===== src/rtl/wm_pkg.sv =====
// Shared types and helpers for the washing-machine phase timer.
package wm_pkg;

    typedef enum logic [1:0] {
        StIdle,
        StRun,
        StPause,
        StDone
    } state_e;

    // Bits needed to hold a prescaler count for clk_hz/hz, never less than 1.
    function automatic int unsigned div_bits(input int unsigned clk_hz, input int unsigned hz);
        int unsigned div;
        div = clk_hz / hz;
        return (div > 1) ? $clog2(div) : 1;
    endfunction

endpackage


===== src/rtl/wm_tick_gen.sv =====
// Prescaler producing single-cycle tick enables at a normal or accelerated rate.
module wm_tick_gen #(
    parameter int unsigned DIV_N = 100,
    parameter int unsigned DIV_A = 10
) (
    input  logic clk,
    input  logic rst_n,
    input  logic en,
    input  logic clr,
    input  logic acc,
    output logic tick
);

    if (DIV_N < 1 || DIV_A < 1) begin : g_div_check
        $error("wm_tick_gen: divider values must be >= 1");
    end

    logic [31:0] cnt_q, cnt_d, lim;

    // Limit follows acc every cycle; >= catches a count already past the faster limit.
    always_comb begin
        lim  = acc ? 32'(DIV_A - 1) : 32'(DIV_N - 1);
        tick = en && (cnt_q >= lim);
        cnt_d = cnt_q;
        if (clr) begin
            cnt_d = '0;
        end else if (en) begin
            cnt_d = tick ? '0 : cnt_q + 32'd1;
        end
    end

    // Prescaler count register.
    always_ff @(posedge clk or negedge rst_n) begin
        if (!rst_n) begin
            cnt_q <= '0;
        end else begin
            cnt_q <= cnt_d;
        end
    end

endmodule


===== src/rtl/wash_phase_timer.sv =====
// Per-step phase timer: FSM, step/duration latches, elapsed counter, sticky flags.
module wash_phase_timer
    import wm_pkg::*;
#(
    parameter int unsigned CLK_HZ  = 24_000_000,
    parameter int unsigned TICK_HZ = 10,
    parameter int unsigned ACC_HZ  = 100,
    parameter int unsigned TIME_W  = 16,
    parameter int unsigned N_STEPS = 4,
    localparam int unsigned STEP_W = (N_STEPS > 1) ? $clog2(N_STEPS) : 1
) (
    input  logic               clk,
    input  logic               rst_n,
    input  logic               i_start,
    input  logic               i_pause,
    input  logic               i_acc,
    input  logic [STEP_W-1:0]  i_step,
    input  logic [TIME_W-1:0]  i_duration,
    input  logic               i_clear,
    output logic [N_STEPS-1:0] o_response,
    output logic               o_done,
    output logic [TIME_W-1:0]  o_time,
    output logic [TIME_W-1:0]  o_remain,
    output logic               o_busy
);

    localparam int unsigned DIV_N = CLK_HZ / TICK_HZ;
    localparam int unsigned DIV_A = CLK_HZ / ACC_HZ;

    if (div_bits(CLK_HZ, TICK_HZ) > 32 || div_bits(CLK_HZ, ACC_HZ) > 32) begin : g_w_check
        $error("wash_phase_timer: divider does not fit the 32-bit prescaler");
    end

    state_e              state_q, state_d;
    logic [STEP_W-1:0]   step_q, step_d;
    logic [TIME_W-1:0]   dur_q, dur_d;
    logic [TIME_W-1:0]   time_q, time_d;
    logic [TIME_W:0]     time_inc;
    logic [N_STEPS-1:0]  resp_q, resp_d;
    logic                done_q, done_d;
    logic                tick, pre_en, pre_clr, complete;

    wm_tick_gen #(
        .DIV_N (DIV_N),
        .DIV_A (DIV_A)
    ) u_tick_gen (
        .clk   (clk),
        .rst_n (rst_n),
        .en    (pre_en),
        .clr   (pre_clr),
        .acc   (i_acc),
        .tick  (tick)
    );

    // Extra bit keeps the completion compare free of wrap-around.
    assign time_inc = {1'b0, time_q} + (TIME_W + 1)'(1);

    // FSM next state, counter and prescaler control; RUN priority abort > completion > pause.
    always_comb begin
        state_d  = state_q;
        step_d   = step_q;
        dur_d    = dur_q;
        time_d   = time_q;
        done_d   = 1'b0;
        pre_en   = 1'b0;
        pre_clr  = 1'b0;
        complete = 1'b0;
        unique case (state_q)
            StIdle: begin
                pre_clr = 1'b1;
                time_d  = '0;
                if (i_start) begin
                    step_d  = i_step;
                    dur_d   = i_duration;
                    state_d = StRun;
                end
            end
            StRun: begin
                if (!i_start) begin
                    state_d = StIdle;
                    time_d  = '0;
                    pre_clr = 1'b1;
                end else if (dur_q == '0) begin
                    complete = 1'b1;
                end else if (i_pause) begin
                    state_d = StPause;
                end else begin
                    pre_en = 1'b1;
                    if (tick) begin
                        if (time_inc == {1'b0, dur_q}) begin
                            complete = 1'b1;
                        end else begin
                            time_d = time_inc[TIME_W-1:0];
                        end
                    end
                end
                if (complete) begin
                    done_d  = 1'b1;
                    time_d  = dur_q;
                    state_d = StDone;
                end
            end
            StPause: begin
                if (!i_start) begin
                    state_d = StIdle;
                    time_d  = '0;
                    pre_clr = 1'b1;
                end else if (!i_pause) begin
                    state_d = StRun;
                end
            end
            StDone: begin
                pre_clr = 1'b1;
                if (!i_start) begin
                    state_d = StIdle;
                    time_d  = '0;
                end
            end
            default: state_d = StIdle;
        endcase
    end

    // Sticky flags: clear first so a bit set on the same cycle survives.
    always_comb begin
        resp_d = i_clear ? '0 : resp_q;
        if (complete && (int'(step_q) < int'(N_STEPS))) begin
            resp_d[step_q] = 1'b1;
        end
    end

    // State, latches, counter, flags and done pulse registers.
    always_ff @(posedge clk or negedge rst_n) begin
        if (!rst_n) begin
            state_q <= StIdle;
            step_q  <= '0;
            dur_q   <= '0;
            time_q  <= '0;
            resp_q  <= '0;
            done_q  <= 1'b0;
        end else begin
            state_q <= state_d;
            step_q  <= step_d;
            dur_q   <= dur_d;
            time_q  <= time_d;
            resp_q  <= resp_d;
            done_q  <= done_d;
        end
    end

    assign o_response = resp_q;
    assign o_done     = done_q;
    assign o_time     = time_q;
    assign o_remain   = dur_q - time_q;
    assign o_busy     = (state_q == StRun) || (state_q == StPause);

endmodule


===== config.mk =====
export PLATFORM = sky130hd
export DESIGN_NAME = wash_phase_timer
export DESIGN_NICKNAME = d
export VERILOG_FILES = /design/src/rtl/wm_pkg.sv /design/src/rtl/wm_tick_gen.sv /design/src/rtl/wash_phase_timer.sv
export SDC_FILE = /design/constraint.sdc
export NUM_CORES = 1
export LEC_CHECK = 0
export BUFFER_PORTS_ARGS = -buffer_cell sky130_fd_sc_hd__buf_4
export CAP_MARGIN = 10
export CORE_MARGIN = 2
export CORE_UTILIZATION = 27
export CTS_CLUSTER_SIZE = 25
export DETAILED_ROUTE_END_ITERATION = 10
export PLACE_DENSITY = 0.55
export SLEW_MARGIN = 0
export SYNTH_ARGS = -nofsm -noshare
export SYNTH_HDL_FRONTEND = slang
export SYNTH_SLANG_ARGS = --single-unit
export TNS_END_PERCENT = 5

===== constraint.sdc =====
create_clock -name clk -period 2.85 [get_ports clk]
set_input_delay 0.4275 -clock clk [delete_from_list [all_inputs] [get_ports clk]]
set_output_delay 0.4275 -clock clk [all_outputs]
set_load 0.05 [all_outputs]

### Word-level counts from Yosys, hierarchy flattened

Cells that the tools add are included.

| word-level totals | value |
|---|---|
| bits in registers | 73 |
| input bits | 24 |

| cells by class | value |
|---|---|
| multiplexer cells | 40 |
| reduce and logical (&&, ||, !) cells | 12 |
| $add $sub $neg | 3 |
| order comparisons | 3 |
| bitwise operators | 1 |
| equal/unequal tests | 13 |

Operator list:

| cell | count |
|---|---|
| $mux W16 | 7 |
| $mux W32 | 3 |
| $pmux W16 S3 | 1 |
| $add A32 B1 Y32 const B | 1 |
| $ge A32 B32 Y1 | 1 |
| $mux W22 | 1 |
| $ne A4 B4 Y1 const B | 5 |
| $add A16 B1 Y17 const B | 1 |
| $eq A17 B16 Y1 | 1 |
| $logic_not A16 Y1 | 1 |
| $mux W2 | 8 |
| $sub A16 B16 Y16 | 1 |
| $mux W1 | 15 |
| $reduce_and A5 Y1 | 2 |
| $mux W4 | 2 |
| $pmux W2 S4 | 1 |
| $ne A2 B2 Y1 const B | 3 |
| $reduce_or A2 Y1 | 3 |
| $eq A2 B2 Y1 const B | 2 |
| $or A4 B4 Y4 | 1 |
| $lt A2 B3 Y1 const B | 1 |
| $ne A3 B3 Y1 const B | 1 |
| $demux W1 S2 | 1 |
| $eq A2 B1 Y1 const B | 1 |
| 7 further kinds | 8 |

### Depth between registers and ports, before layout

Gate-level depths: netlist of the first run.

| logic depth | value |
|---|---|
| word-level depth | 12 |
| gate-level depth with buffers | 12 |
| depth with buffers taken out | 11 |

### By module

From an unflattened synthesis of the first run, not the netlist that was laid out.

| second synthesis, totals | value |
|---|---|
| cell total of the unflattened synthesis | 608 |
| area total of the unflattened synthesis | 5544.1 µm² |

By module, submodules not included:

| module | area an instance (µm²) | sequential area each (µm²) | cells an instance | times used |
|---|---|---|---|---|
| wash_phase_timer | 3494.6 | 1026.0 | 398 | 1 |
| wm_tick_gen | 2049.5 | 800.8 | 210 | 1 |

### Least setup slack after synthesis of the first run

Ideal clock, no wire load.

| path | value |
|---|---|
| path kind | register to output |
| from | register time_q[2] (netlist: o_time[2]) |
| to | output o_remain[13] |
| path slack | -1.032 ns |
| data required time | 2.423 ns |
| buffers on the path | 1 |
| arrival | 3.455 ns |
| stages on the path, launching flop included | 12 |
| cell sequence | dfrtp_1 > buf_4 > inv_1 > ha_1 > o21a_1 > o31a_1 > o41ai_1 > nand4b_1 > a31oi_1 > and2_1 > o21ai_0 > a221oi_1 |

| on the way | value |
|---|---|
| word-level cells in the longest chain between the ends | 1 |

RTL lines:

| element | RTL line | RTL |
|---|---|---|
| from (decl) | wash_phase_timer.sv:37 | `logic [TIME_W-1:0] time_q, time_d;` |
| from (signal assigned) | wash_phase_timer.sv:144 | `time_q <= time_d;` |
| $sub A16 B16 Y16 | wash_phase_timer.sv:153 | `assign o_remain = dur_q - time_q;` |
| to (decl) | wash_phase_timer.sv:23 | `output logic [TIME_W-1:0] o_remain,` |

No other way between the ends.

### Worst setup path after layout of the first run

| path | value |
|---|---|
| from | register dur_q[1] |
| to | output o_remain[15] |

| on the way | value |
|---|---|
| word-level cells in the longest chain between the ends | 1 |

RTL lines:

| element | RTL line | RTL |
|---|---|---|
| from (decl) | wash_phase_timer.sv:36 | `logic [TIME_W-1:0] dur_q, dur_d;` |
| from (signal assigned) | wash_phase_timer.sv:143 | `dur_q <= dur_d;` |
| $sub A16 B16 Y16 | wash_phase_timer.sv:153 |  |

No other way between the ends.

==> summary.md, run 1 <==
| Metric | Value |
|---|---|
| Run status | `finished, violations left` |
| Violated checks | `negative setup slack` |
| Crit path required time | `about 2.4 ns` |
| Area contributors post-synth | `dfrtp_1 (35%), ha_1 (7.6%), mux2_2 (4.3%)` |
| Crit. End Element | `output pin` |
| Final instance area | `just over 7000 um^2` |
| Clock latency on the worst-skew pair | `about 0.34 ns` |
| CTS clock-pin slew for the worst setup and hold paths | `approximately 0.060 ns` |
| Remaining global-route overflow | `0` |
| CTS tree | `yes` |
| Initial DRC count | `between 200 and 300` |
| Simple-Gate Fraction of Synth Area | `22.57%` |
| Total GRT Usage | `approximately 16%` |
| Setup total negative slack | `-1.962 ns` |
| Min Hold Slack | `between 0.1 and 0.15 ns` |
| Share of the synthesized area in the top cell type | `34.69%` |
| EDFF count, synth | `0` |
| Synth Cell Area | `5266 um^2` |
| Die area | `between 20,000 and 25,000 um^2` |
| CTS H-tree depth | `3` |
| Final worst slack | `-0.4378 ns` |
| Most common library cells after synthesis | `dfrtp_1 (73), nor2_1 (56), nand2_1 (35)` |
| Max-cap violation count | `0` |
| Max-slew violation count | `0` |
| RSZ-0062 raised after global routing | `yes` |
| Worst EP arrival | `between 2 and 3 ns` |
| Area share of fa/ha/maj cells after synthesis | `under 10%` |
| Flops & latches, synth | `between 70 and 80` |
| Utilization after layout | `between 30% and 40%` |
| Diodes inserted | `0` |
| Drt total wl | `~16 mm` |
| CTS Root Cell | `clkbuf_16` |
| Final #Nets | `between 700 and 800` |
| Placed cell area | `between 6000 and 7000 um^2` |
| Crit path from | `dur_q[1]$_DFFE_PN0P_` |
| R2R cell count | `12` |
| Initial Util | `roughly 27%` |
| Gpl congestion | `between 0.8 and 0.9` |
| Most numerous cell in the Yosys netlist | `dfrtp_1` |
| Vias in the first global route | `between 4,000 and 5,000` |
| Most common flop cell mapped by yosys | `dfrtp_1` |
| Yosys warns | `0` |
| Drc violations | `0` |
| Mean Syn Cell Area | `~9.0 um^2` |
| Routed wl met2 | `7.480 mm` |
| Leading area contributor after synthesis | `dfrtp_1` |
| PwrDens | `996.8 nW/um^2` |
| Fin cells | `1,002` |
| Flop2flop setup slack | `~0.030 ns` |
| Hold violation count in the final report | `0` |
| Top sig layer | `met4` |
| Synthesized netlist cell count | `around 600` |
| Worst R2R Start | `o_time[1]$_DFFE_PN0P_` |
| Largest net degree at the start of global routing | `53` |
| Die height | `roughly 140 um` |
| Synth Area in Compound Gates | `around a fifth` |
| Largest family of logic cells by synthesized area | `simple AND/OR/NAND/NOR gates` |
| Yosys cell types | `70` |
| CTS Buf Count | `9` |
| Core outline area | `about 19,000 um^2` |
| WL met1 | `approximately 7.3 mm` |
| Row count | `51` |
| Router iterations before antenna repair | `5` |
| Routed WL per cell | `around 16 um` |
| Hold WC Path Type | `input port to asynchronous set/reset pin` |
| DR vias | `4,963` |
| Post-synth ARST share | `100.0%` |
| Fmax | `a little over 300 MHz` |
| Detailed Place HPWL | `about 12 mm` |
| Final period utilization | `115.4%` |
| Maximum VDD drop | `approximately 0.00040 V` |
| Die Wd | `143.7 um` |
| First-pass GRT wire length | `~26 mm` |
| # IOs | `between 60 and 70` |
| Mux share of post-synthesis cell area | `4.680%` |
| Vias per cell | `between 4 and 5` |
| Clock Skew | `0.007284 ns` |
| PnR Total Power | `between 7 and 8 mW` |
| Initial antenna violation count | `0` |
| Layout area overhead | `37.47%` |
| Reg2reg end | `o_time[6]$_DFFE_PN0P_` |
| CTS Hold Buffers Added | `0` |
| Final setup violation count | `7` |
| Worst Tran Pin Value | `between 0.7 and 0.8 ns` |
| Static leakage | `about 3.3 nW` |
| Share of cells above drive strength 1 | `about a third` |
| Fin crit period | `between 3 and 4 ns` |
| Critical path startpoint category | `register` |
| Antenna Nets Post-Route | `0` |
| Seq/Total Area, Yosys | `about a third` |
| Xor/xnor share of the synthesized area | `slightly above 6%` |
| WS Path Type | `register to output pin` |
| PortBufs | `between 60 and 70` |
| Max_slew headroom | `between 50 and 60%` |
| CTS sink count | `between 70 and 80` |
| Met3 routed WL | `about 670 um` |
| Post-place setup slack | `-0.2708 ns` |
| Longest Clk Path Bufs | `2` |
| Cells after DPL | `a little under 1,000` |
| Mapped Nets | `~640` |
| Maximum fanout along the worst path | `4` |
## critical path, cell delays in order (launching register included)
cell and delay [ns]:
dfrtp_1 0.40, ha_1 0.27, nor2b_1 0.14, o31a_1 0.29, o41ai_4 0.24, nand4b_1 0.23
a31oi_4 0.12, a211o_1 0.31, a21oi_4 0.18, xor2_4 0.15, buf_6 0.17
## power by group
| group | internal [mW] | switching [mW] |
|---|---|---|
| clock | 0.632 | 0.452 |
| combinational | 2.04 | 2.73 |
| sequential | 1.19 | 0.168 |
## what timing repair did
action                                  CTS  global route
endpoints found under the hold margin     0             0
pin swaps                                 8             6
resized for setup                        19            14
endpoints found under the setup margin   17            24
buffers inserted                          7             0
## layout by cell type (no fill, tap or decap), types with 12 or more instances in the layout
cell type	Yosys	routed
a21oi_1	19	17
and3_1	19	19
buf_4	5	150
dfrtp_1	73	67
ha_1	32	29
inv_1	33	33
mux2_2	20	20
nand2_1	35	35
nand3_1	26	26
nor2_1	56	52
nor3_1	14	14
o21ai_0	29	27
o31ai_1	12	12
xnor2_1	25	23
## registers in the layout, summed over array words and instances, names as in the netlist
| signal | cells |
|---|---|
| u_tick_gen.cnt_q | 32 |
| dur_q | 16 |
| o_time | 16 |
| o_response | 4 |
| state_q | 2 |
| step_q | 2 |
| o_done | 1 |
## worst max-delay path by stage
stage / cells past startpoint / to / slack, ns
after floorplan: 10 / o_remain[15] / -0.29
after global placement: 12 / o_remain[13] / -0.21
after detailed placement: 12 / o_remain[13] / -0.27
after CTS: 10 / o_remain[15] / -0.57
after global routing: 10 / o_remain[15] / -0.60
final: 10 / o_remain[15] / -0.44
## layout make-up
cell class / count / area [um^2]
multi-input cells: 454 / 3395
clock inverters: 5 / 30.03
fillers: 2001 / 12030
repair buffers: 160 / 1269
clock buffers: 11 / 252.7
well taps: 265 / 331.6
flip-flops and latches: 73 / 1834
inverters: 34 / 127.6
## routing by layer
layer	up-vias	GRT usage, %
met4	0	3.715
li1	2456	-
met1	2373	20.98
met3	17	3.332
met5	-	0
met2	117	26.29
## cells by family (layout without fill, tap and decap cells)
family | count (synthesis) | after routing
flops | 73 | 73
compound gates | 139 | 139
simple gates | 223 | 223
xor+xnor | 37 | 37
mux | 22 | 22
fa+ha+maj | 33 | 33
buf+inv | 60 | 210
(Power assumes the default switching activity.)
==> inputs of run 2 (changes only) <==
--- a/config.mk
+++ b/config.mk
@@ -5,13 +5,13 @@
 export SDC_FILE = /design/constraint.sdc
 export NUM_CORES = 1
 export LEC_CHECK = 0
-export BUFFER_PORTS_ARGS = -buffer_cell sky130_fd_sc_hd__buf_4
 export CAP_MARGIN = 10
 export CORE_MARGIN = 2
 export CORE_UTILIZATION = 27
 export CTS_CLUSTER_SIZE = 25
 export DETAILED_ROUTE_END_ITERATION = 10
-export PLACE_DENSITY = 0.55
+export DONT_BUFFER_PORTS = 1
+export PLACE_DENSITY = 0.52
 export SLEW_MARGIN = 0
 export SYNTH_ARGS = -nofsm -noshare
 export SYNTH_HDL_FRONTEND = slang
==> run 2 against run 1 <==
The flow still finishes with violations (negative setup slack). Via count down 2.6%. Utilization shrank 1.7 points. Die area did not move. Final area is 4.6% lower. Sequential share of layout area increased by 1.2 points. Largest cell class unchanged.
==> summary.md, run 2 (synthesis gave the netlist of run 1 again) <==
| Metric | Value |
|---|---|
| Run status | `finished, violations left` |
| Violated checks | `negative setup slack` |
| DR vias | `about 4,800` |
| Max_slew headroom | `66.07%` |
| Total GRT Usage | `about 16%` |
| Die area | `between 20,000 and 25,000 um^2` |
| Clock latency on the worst-skew pair | `0.34 ns` |
| Static leakage | `approximately 3 nW` |
| Drt total wl | `between 15 and 20 mm` |
| Final instance area | `a little under 7000 um^2` |
| Setup total negative slack | `-2.110 ns` |
| Antenna Nets Post-Route | `0` |
| # IOs | `just over 60` |
| Gpl congestion | `about 0.86` |
| Vias per cell | `5.087` |
| PortBufs | `0` |
| Fin crit period | `about 3.4 ns` |
| Final period utilization | `118.2%` |
| Reg with most FFs | `u_tick_gen.cnt_q` |
| Layout area overhead | `31.17%` |
| CTS clock-pin slew for the worst setup and hold paths | `0.06 ns` |
| Crit path required time | `2.42 ns` |
| Drc violations | `0` |
| Longest Clk Path Bufs | `2` |
| Post-place setup slack | `-0.2076 ns` |
| Final setup violation count | `12` |
| Maximum fanout along the worst path | `3` |
| Clock Skew | `between 0.005 and 0.006 ns` |
| First-pass GRT wire length | `around 26 mm` |
| CTS H-tree depth | `3` |
| CTS sink count | `between 70 and 80` |
| Cells after DPL | `931` |
| Crit. End Element | `output pin` |
| Die Wd | `~140 um` |
| Initial antenna violation count | `0` |
| Core outline area | `19,270 um^2` |
| Largest net degree at the start of global routing | `74` |
| Hold WC Path Type | `input port to register` |
| Most common cell after layout, fill and taps aside | `buf_4` |
| Vias in the first global route | `between 4,000 and 5,000` |
| WS Path Type | `register to output pin` |
| Share of cells above drive strength 1 | `around 28%` |
| CTS tree | `yes` |
| Placed cell area | `6441 um^2` |
| Max FFs per register | `32` |
| Die height | `between 100 and 150 um` |
| Remaining global-route overflow | `0` |
| Most frequent cells in the layout | `buf_4 (95), dfrtp_1 (67), nor2_1 (54), nand2_1 (34), inv_1 (33)` |
| Max-slew violation count | `0` |
| Hold violation count in the final report | `0` |
| Critical path startpoint category | `register` |
| Routed WL per cell | `about 16 um` |
| Worst EP arrival | `between 2 and 3 ns` |
| Fmax | `about 300 MHz` |
| Max-cap violation count | `0` |
| RSZ-0062 raised after global routing | `yes` |
| Final #Nets | `approximately 740` |
| Worst Tran Pin Value | `just over 0.5 ns` |
| Initial DRC count | `327` |
| Diodes inserted | `0` |
| Fin cells | `between 900 and 1,000` |
| Row count | `approximately 50` |
| Detailed Place HPWL | `~12 mm` |
| Final worst slack | `-0.5198 ns` |
| PwrDens | `1026 nW/um^2` |
| Router iterations before antenna repair | `5` |
| Initial Util | `between 20% and 30%` |
| CTS Root Cell | `clkbuf_16` |
| Maximum VDD drop | `around 0.00030 V` |
| CTS Buf Count | `9` |
run 2: cell types whose count changed in the layout (fill, tap and decap cells not counted), sizes merged:
| cell | previous run | this run |
|---|---|---|
| buf | 160 | 107 |
| clkbuf | 11 | 10 |
| dlygate4sd3 | 0 | 1 |
| inv | 34 | 35 |
run 2: path summary, 6_finish.rpt:
| kind | startpoint | end | slack [ns] | depth (start not counted) |
|---|---|---|---|---|
| max in group asynchronous | rst_n | o_time[4]$_DFFE_PN0P_ | 1.84 | 2 |
| min | i_duration[3] | dur_q[3]$_DFFE_PN0P_ | 0.23 | 1 |
| max | o_time[1]$_DFFE_PN0P_ | o_remain[15] | -0.52 | 11 |
| min reg2reg | u_tick_gen.cnt_q[31]$_DFFE_PN0P_ | u_tick_gen.cnt_q[31]$_DFFE_PN0P_ | 0.49 | 1 |
| min in group asynchronous | rst_n | u_tick_gen.cnt_q[31]$_DFFE_PN0P_ | 0.64 | 2 |
| max reg2reg | o_time[0]$_DFFE_PN0P_ | o_time[6]$_DFFE_PN0P_ | -0.11 | 12 |
run 2: where the power goes:
group          switching (mW)  internal (mW)
Combinational            2.68           1.97
Clock                   0.461          0.614
Sequential              0.173           1.19
Total                    3.32           3.78
run 2: through the flow:
step,utilization (%),hold slack [ns],power [mW]
global route,35.85,0.2137,7.520
global placement,33.42,0.1351,5.827
detailed placement,33.42,0.1342,5.867
finish,35.85,0.2286,7.091
floorplan,-,0.1319,4.219
CTS,35.39,0.2101,7.069
run 2: layout make-up:
type / count / area (um^2)
Clock inverter: 6 / 42.54
Timing Repair Buffer: 108 / 927.1
Inverter: 34 / 127.6
Fill cell: 2022 / 12360
Sequential cell: 73 / 1834
Multi-Input combinational cell: 454 / 3406
Tap cell: 265 / 331.6
Clock buffer: 10 / 239.0
run 2: routing by layer:
metal,up-vias,track usage [%],part of all wire [%]
li1,2343,-,-
met1,2367,19.73,45
met2,103,26.94,49
met3,20,4.232,5.2
met4,0,4.180,1.4
met5,-,0,0
run 2: worst max-delay path, stage by stage (launching register included):
cell and delay, ns:
dfrtp_2 0.37, inv_1 0.04, ha_1 0.27, nor2b_1 0.14
o31a_1 0.28, o41ai_2 0.29, nand4b_1 0.24, a31oi_4 0.11
a211o_1 0.32, a21oi_4 0.19, xor2_4 0.19, buf_12 0.15
run 2: timing repair:
action / in CTS / in global routing
endpoints found under the hold margin: 73 / 0
setup buffers: 0 / 1
hold buffers: 2 / 0
resized for setup: 14 / 20
cloned: 0 / 0
endpoints found under the setup margin: 31 / 37
pin swaps: 5 / 11
==> inputs of run 3 (changes only) <==
--- a/config.mk
+++ b/config.mk
@@ -5,6 +5,7 @@
 export SDC_FILE = /design/constraint.sdc
 export NUM_CORES = 1
 export LEC_CHECK = 0
+export ABC_AREA = 1
 export CAP_MARGIN = 10
 export CORE_MARGIN = 2
 export CORE_UTILIZATION = 27
==> run 3 against run 2 <==
The flow still finishes with violations (negative setup slack). Synthesized area fell by 0.52%. Power fell by 9.4%. Global-route usage fell by 0.58 points.
==> summary.md, run 3 <==
| Metric | Value |
|---|---|
| Synth Area in Compound Gates | `9.100%` |
| Total GRT Usage | `15.22%` |
| Vias in the first global route | `approximately 4,800` |
| Startpoint of the worst hold path | `i_clear` |
| Worst path cell trace | `ha_4 -> nand2_1 -> o21ai_4 -> a21oi_4 -> o21ai_2 -> a21boi_2 -> o21ai_2 -> nand3_1 -> nand2_2 -> xor2_4 -> buf_12` |
| PortBufs | `0` |
| Crit. End Element | `output pin` |
| Largest net degree at the start of global routing | `74` |
| Synth Cell Area | `5239 um^2` |
| Router iterations before antenna repair | `4` |
| Max-cap violation count | `0` |
| Yosys cell types | `40` |
| Hold violation count in the final report | `0` |
| Post-synth ARST share | `100.0%` |
| Final #Nets | `between 800 and 900` |
| Leading area contributor after synthesis | `dfrtp_1` |
| Vias per cell | `~4.6` |
| Largest family of logic cells by synthesized area | `simple AND/OR/NAND/NOR gates` |
| Area contributors post-synth | `dfrtp_1 (35%), nand2_1 (15%), ha_1 (7.6%)` |
| Critical path startpoint category | `register` |
| Crit-path slowest cell | `dfrtp_2` |
| Drc violations | `0` |
| Final worst slack | `-0.03139 ns` |
| RSZ-0062 raised after global routing | `yes` |
| Most frequent cells in the layout | `nand2_1 (203), inv_1 (95), nor2_1 (73), dfrtp_1 (68), nand3_1 (59)` |
| Drt total wl | `~15 mm` |
| PwrDens | `971.0 nW/um^2` |
| Layout area overhead | `26.22%` |
| Reg with most FFs | `u_tick_gen.cnt_q` |
| Worst Hold Depth | `1` |
| Fill count | `between 2,000 and 2,500` |
| Maximum VDD drop | `between 0.0002 and 0.0003 V` |
| Seq/Total Area, Yosys | `a little over a third` |
| Max-slew violation count | `0` |
| Run status | `finished, violations left` |
| CTS sink count | `73` |
| First-pass GRT wire length | `around 24 mm` |
| Mux share of post-synthesis cell area | `less than 1%` |
| Fin crit period | `about 2.9 ns` |
| Max_slew headroom | `around 66%` |
| Gpl congestion | `between 0.8 and 0.9` |
| CTS tree | `yes` |
| Clock latency on the worst-skew pair | `around 0.35 ns` |
| Maximum fanout along the worst path | `4` |
| Crit path max-delay family | `compound AO/OA/AOI/OAI gates` |
| # IOs | `between 60 and 70` |
| Flops & latches, synth | `between 70 and 80` |
| Most common library cells after synthesis | `nand2_1 (207), inv_1 (97), nor2_1 (74)` |
| Antenna Nets Post-Route | `0` |
| Static leakage | `approximately 3.1 nW` |
| Final period utilization | `101.1%` |
| CTS Root Cell | `clkbuf_16` |
| Reg2reg end | `o_time[4]$_DFFE_PN0P_` |
| Worst EP arrival | `2.45 ns` |
| Mapped Nets | `slightly below 800` |
| Initial DRC count | `369` |
| Share of the synthesized area in the top cell type | `34.87%` |
| Most common flop cell mapped by yosys | `dfrtp_1` |
| CP dominant cell by count | `o21ai_2` |
| Die area | `approximately 21,000 um^2` |
| Row count | `50` |
| Synthesized netlist cell count | `around 730` |
| Clock Skew | `a little over 0.007 ns` |
| Simple-Gate Fraction of Synth Area | `34.63%` |
| Routed WL per cell | `~14 um` |
| Most numerous cell in the Yosys netlist | `nand2_1` |
| Diodes inserted | `0` |
| EDFF count, synth | `0` |
| Die Wd | `about 140 um` |
| Final setup violation count | `2` |
| Post-place setup slack | `0.08680 ns` |
| CP Buf/Inv Count | `1` |
| Register area | `between 1500 and 2000 um^2` |
| Detailed Place HPWL | `11.24 mm` |
| Most common cell after layout, fill and taps aside | `nand2_1` |
| Hold WC Path Type | `input port to register` |
| Area share of fa/ha/maj cells after synthesis | `8.025%` |
| Worst R2R Start | `o_time[0]$_DFFE_PN0P_` |
| CTS Buf Count | `9` |
| Hold Path End | `o_response[2]$_DFF_PN0_` |
| Min Hold Slack | `around 0.18 ns` |
| Max FFs per register | `32` |
| Longest Clk Path Bufs | `2` |
| R2R cell count | `18` |
| Mean Syn Cell Area | `approximately 7 um^2` |
| Core outline area | `about 19,000 um^2` |
| WS Path Type | `register to output pin` |
| DR vias | `4,819` |
| Crit path required time | `2.42 ns` |
| Flop2flop setup slack | `0.28 ns` |
| CTS clock-pin slew for the worst setup and hold paths | `roughly 0.06 ns` |
| Yosys warns | `0` |
| Share of cells above drive strength 1 | `17.83%` |
| Remaining global-route overflow | `0` |
| CTS H-tree depth | `3` |
| Die height | `~140 um` |
| Worst Tran Pin Value | `slightly above 0.5 ns` |
| Slowest stage delay, CP | `between 0.4 and 0.5 ns` |
| Xor/xnor share of the synthesized area | `under 10%` |
| Multi-input gate area | `~3200 um^2` |
| Fmax | `approximately 350 MHz` |
| Initial Util | `between 20% and 30%` |
| Initial antenna violation count | `0` |
| Violated checks | `negative setup slack` |
==> run 3: changes by cell type in the layout (fill, tap and decap cells not counted), sizes merged, moves of 19 or more <==
cell   delta
buf      -50
mux2     -19
nand3    +45
nand2   +179
xnor2    -19
and3     -19
inv      +65
nor2     +27
a21oi    +21
==> run 3: cell type report <==
type / instances / share of cell area, %
clock buffer: 9 / 3.406
sequential: 73 / 27.72
tap: 260 / 4.920
multi-input combinational: 545 / 48.17
timing repair buffer: 58 / 8.609
clock inverter: 7 / 1.552
inverter: 99 / 5.620
==> run 3: routing by layer <==
layer / up-vias / GRT usage, % / share of wire [%]
met5: - / 0 / 0
met4: 0 / 3.973 / 1.2
met3: 13 / 4.199 / 4.8
met2: 71 / 25.96 / 50
met1: 2266 / 19.01 / 44
li1: 2469 / - / -
==> run 3: repair_timing <==
item,4_1_cts,5_1_grt
hold buffers,2,0
setup endpoints to repair,9,25
pin swaps,6,8
endpoints found under the hold margin,73,0
setup buffers,2,4
gates cloned,0,0
gates resized for setup,17,14
==> run 3: cell families (layout without fill, tap and decap cells) <==
family,count (synthesis),count (layout)
DFF,73,73
muxes,2,2
and+or+nand+nor,400,400
AOI/OAI and AO/OA,84,84
buffers and inverters,114,173
xor gates and xnor gates,26,26
adders and majority gates,33,33
==> run 3: how the worst max path moves through the flow <==
stage	start	end	slack, ns	cells past startpoint
4_1_cts	o_time[0]$_DFFE_PN0P_	o_remain[12]	-0.14	13
3_3_place_gp	dur_q[2]$_DFFE_PN0P_	o_remain[13]	0.1	11
2_1_floorplan	o_time[2]$_DFFE_PN0P_	o_remain[13]	-0.1	11
5_1_grt	dur_q[2]$_DFFE_PN0P_	o_remain[13]	-0.16	11
3_5_place_dp	o_time[0]$_DFFE_PN0P_	o_remain[12]	0.09	13
6_report	dur_q[2]$_DFFE_PN0P_	o_remain[13]	-0.03	11
==> run 3: worst register-to-register path: stages (launching register included) <==
cell     delay [ns]
dfrtp_2        0.39
buf_6          0.19
ha_1           0.23
nand2_2        0.12
nor2_4         0.19
nand3_1        0.10
nand2_1        0.08
nand2_1        0.07
nand2_1        0.06
nand2_1        0.04
nor2_1         0.11
nand2_1        0.08
nor2_2         0.12
nand3_4        0.17
buf_4          0.25
nand4_1        0.10
nand2_1        0.06
nand2_1        0.05
nand2_1        0.06
==> run 3: report_power, final <==
part	switching [mW]	internal, mW	total (mW)
Clock	0.490	0.776	1.27
Combinational	2.36	1.44	3.79
Sequential	0.176	1.18	1.36
==> run 3: per-stage QoR <==
stage	TNS [ns]	power, mW	cell area, um^2	utilization, %	instances
final	-0.03962	6.421	6613	35.00	1051
after global routing	-0.7538	6.811	6613	35.00	1051
after CTS	-0.4141	6.366	6504	34.42	1047
after detailed placement	0	4.929	6055	32.05	1027
after global placement	0	4.912	6055	32.05	1027
after floorplan	-0.1744	3.615	5333	-	732
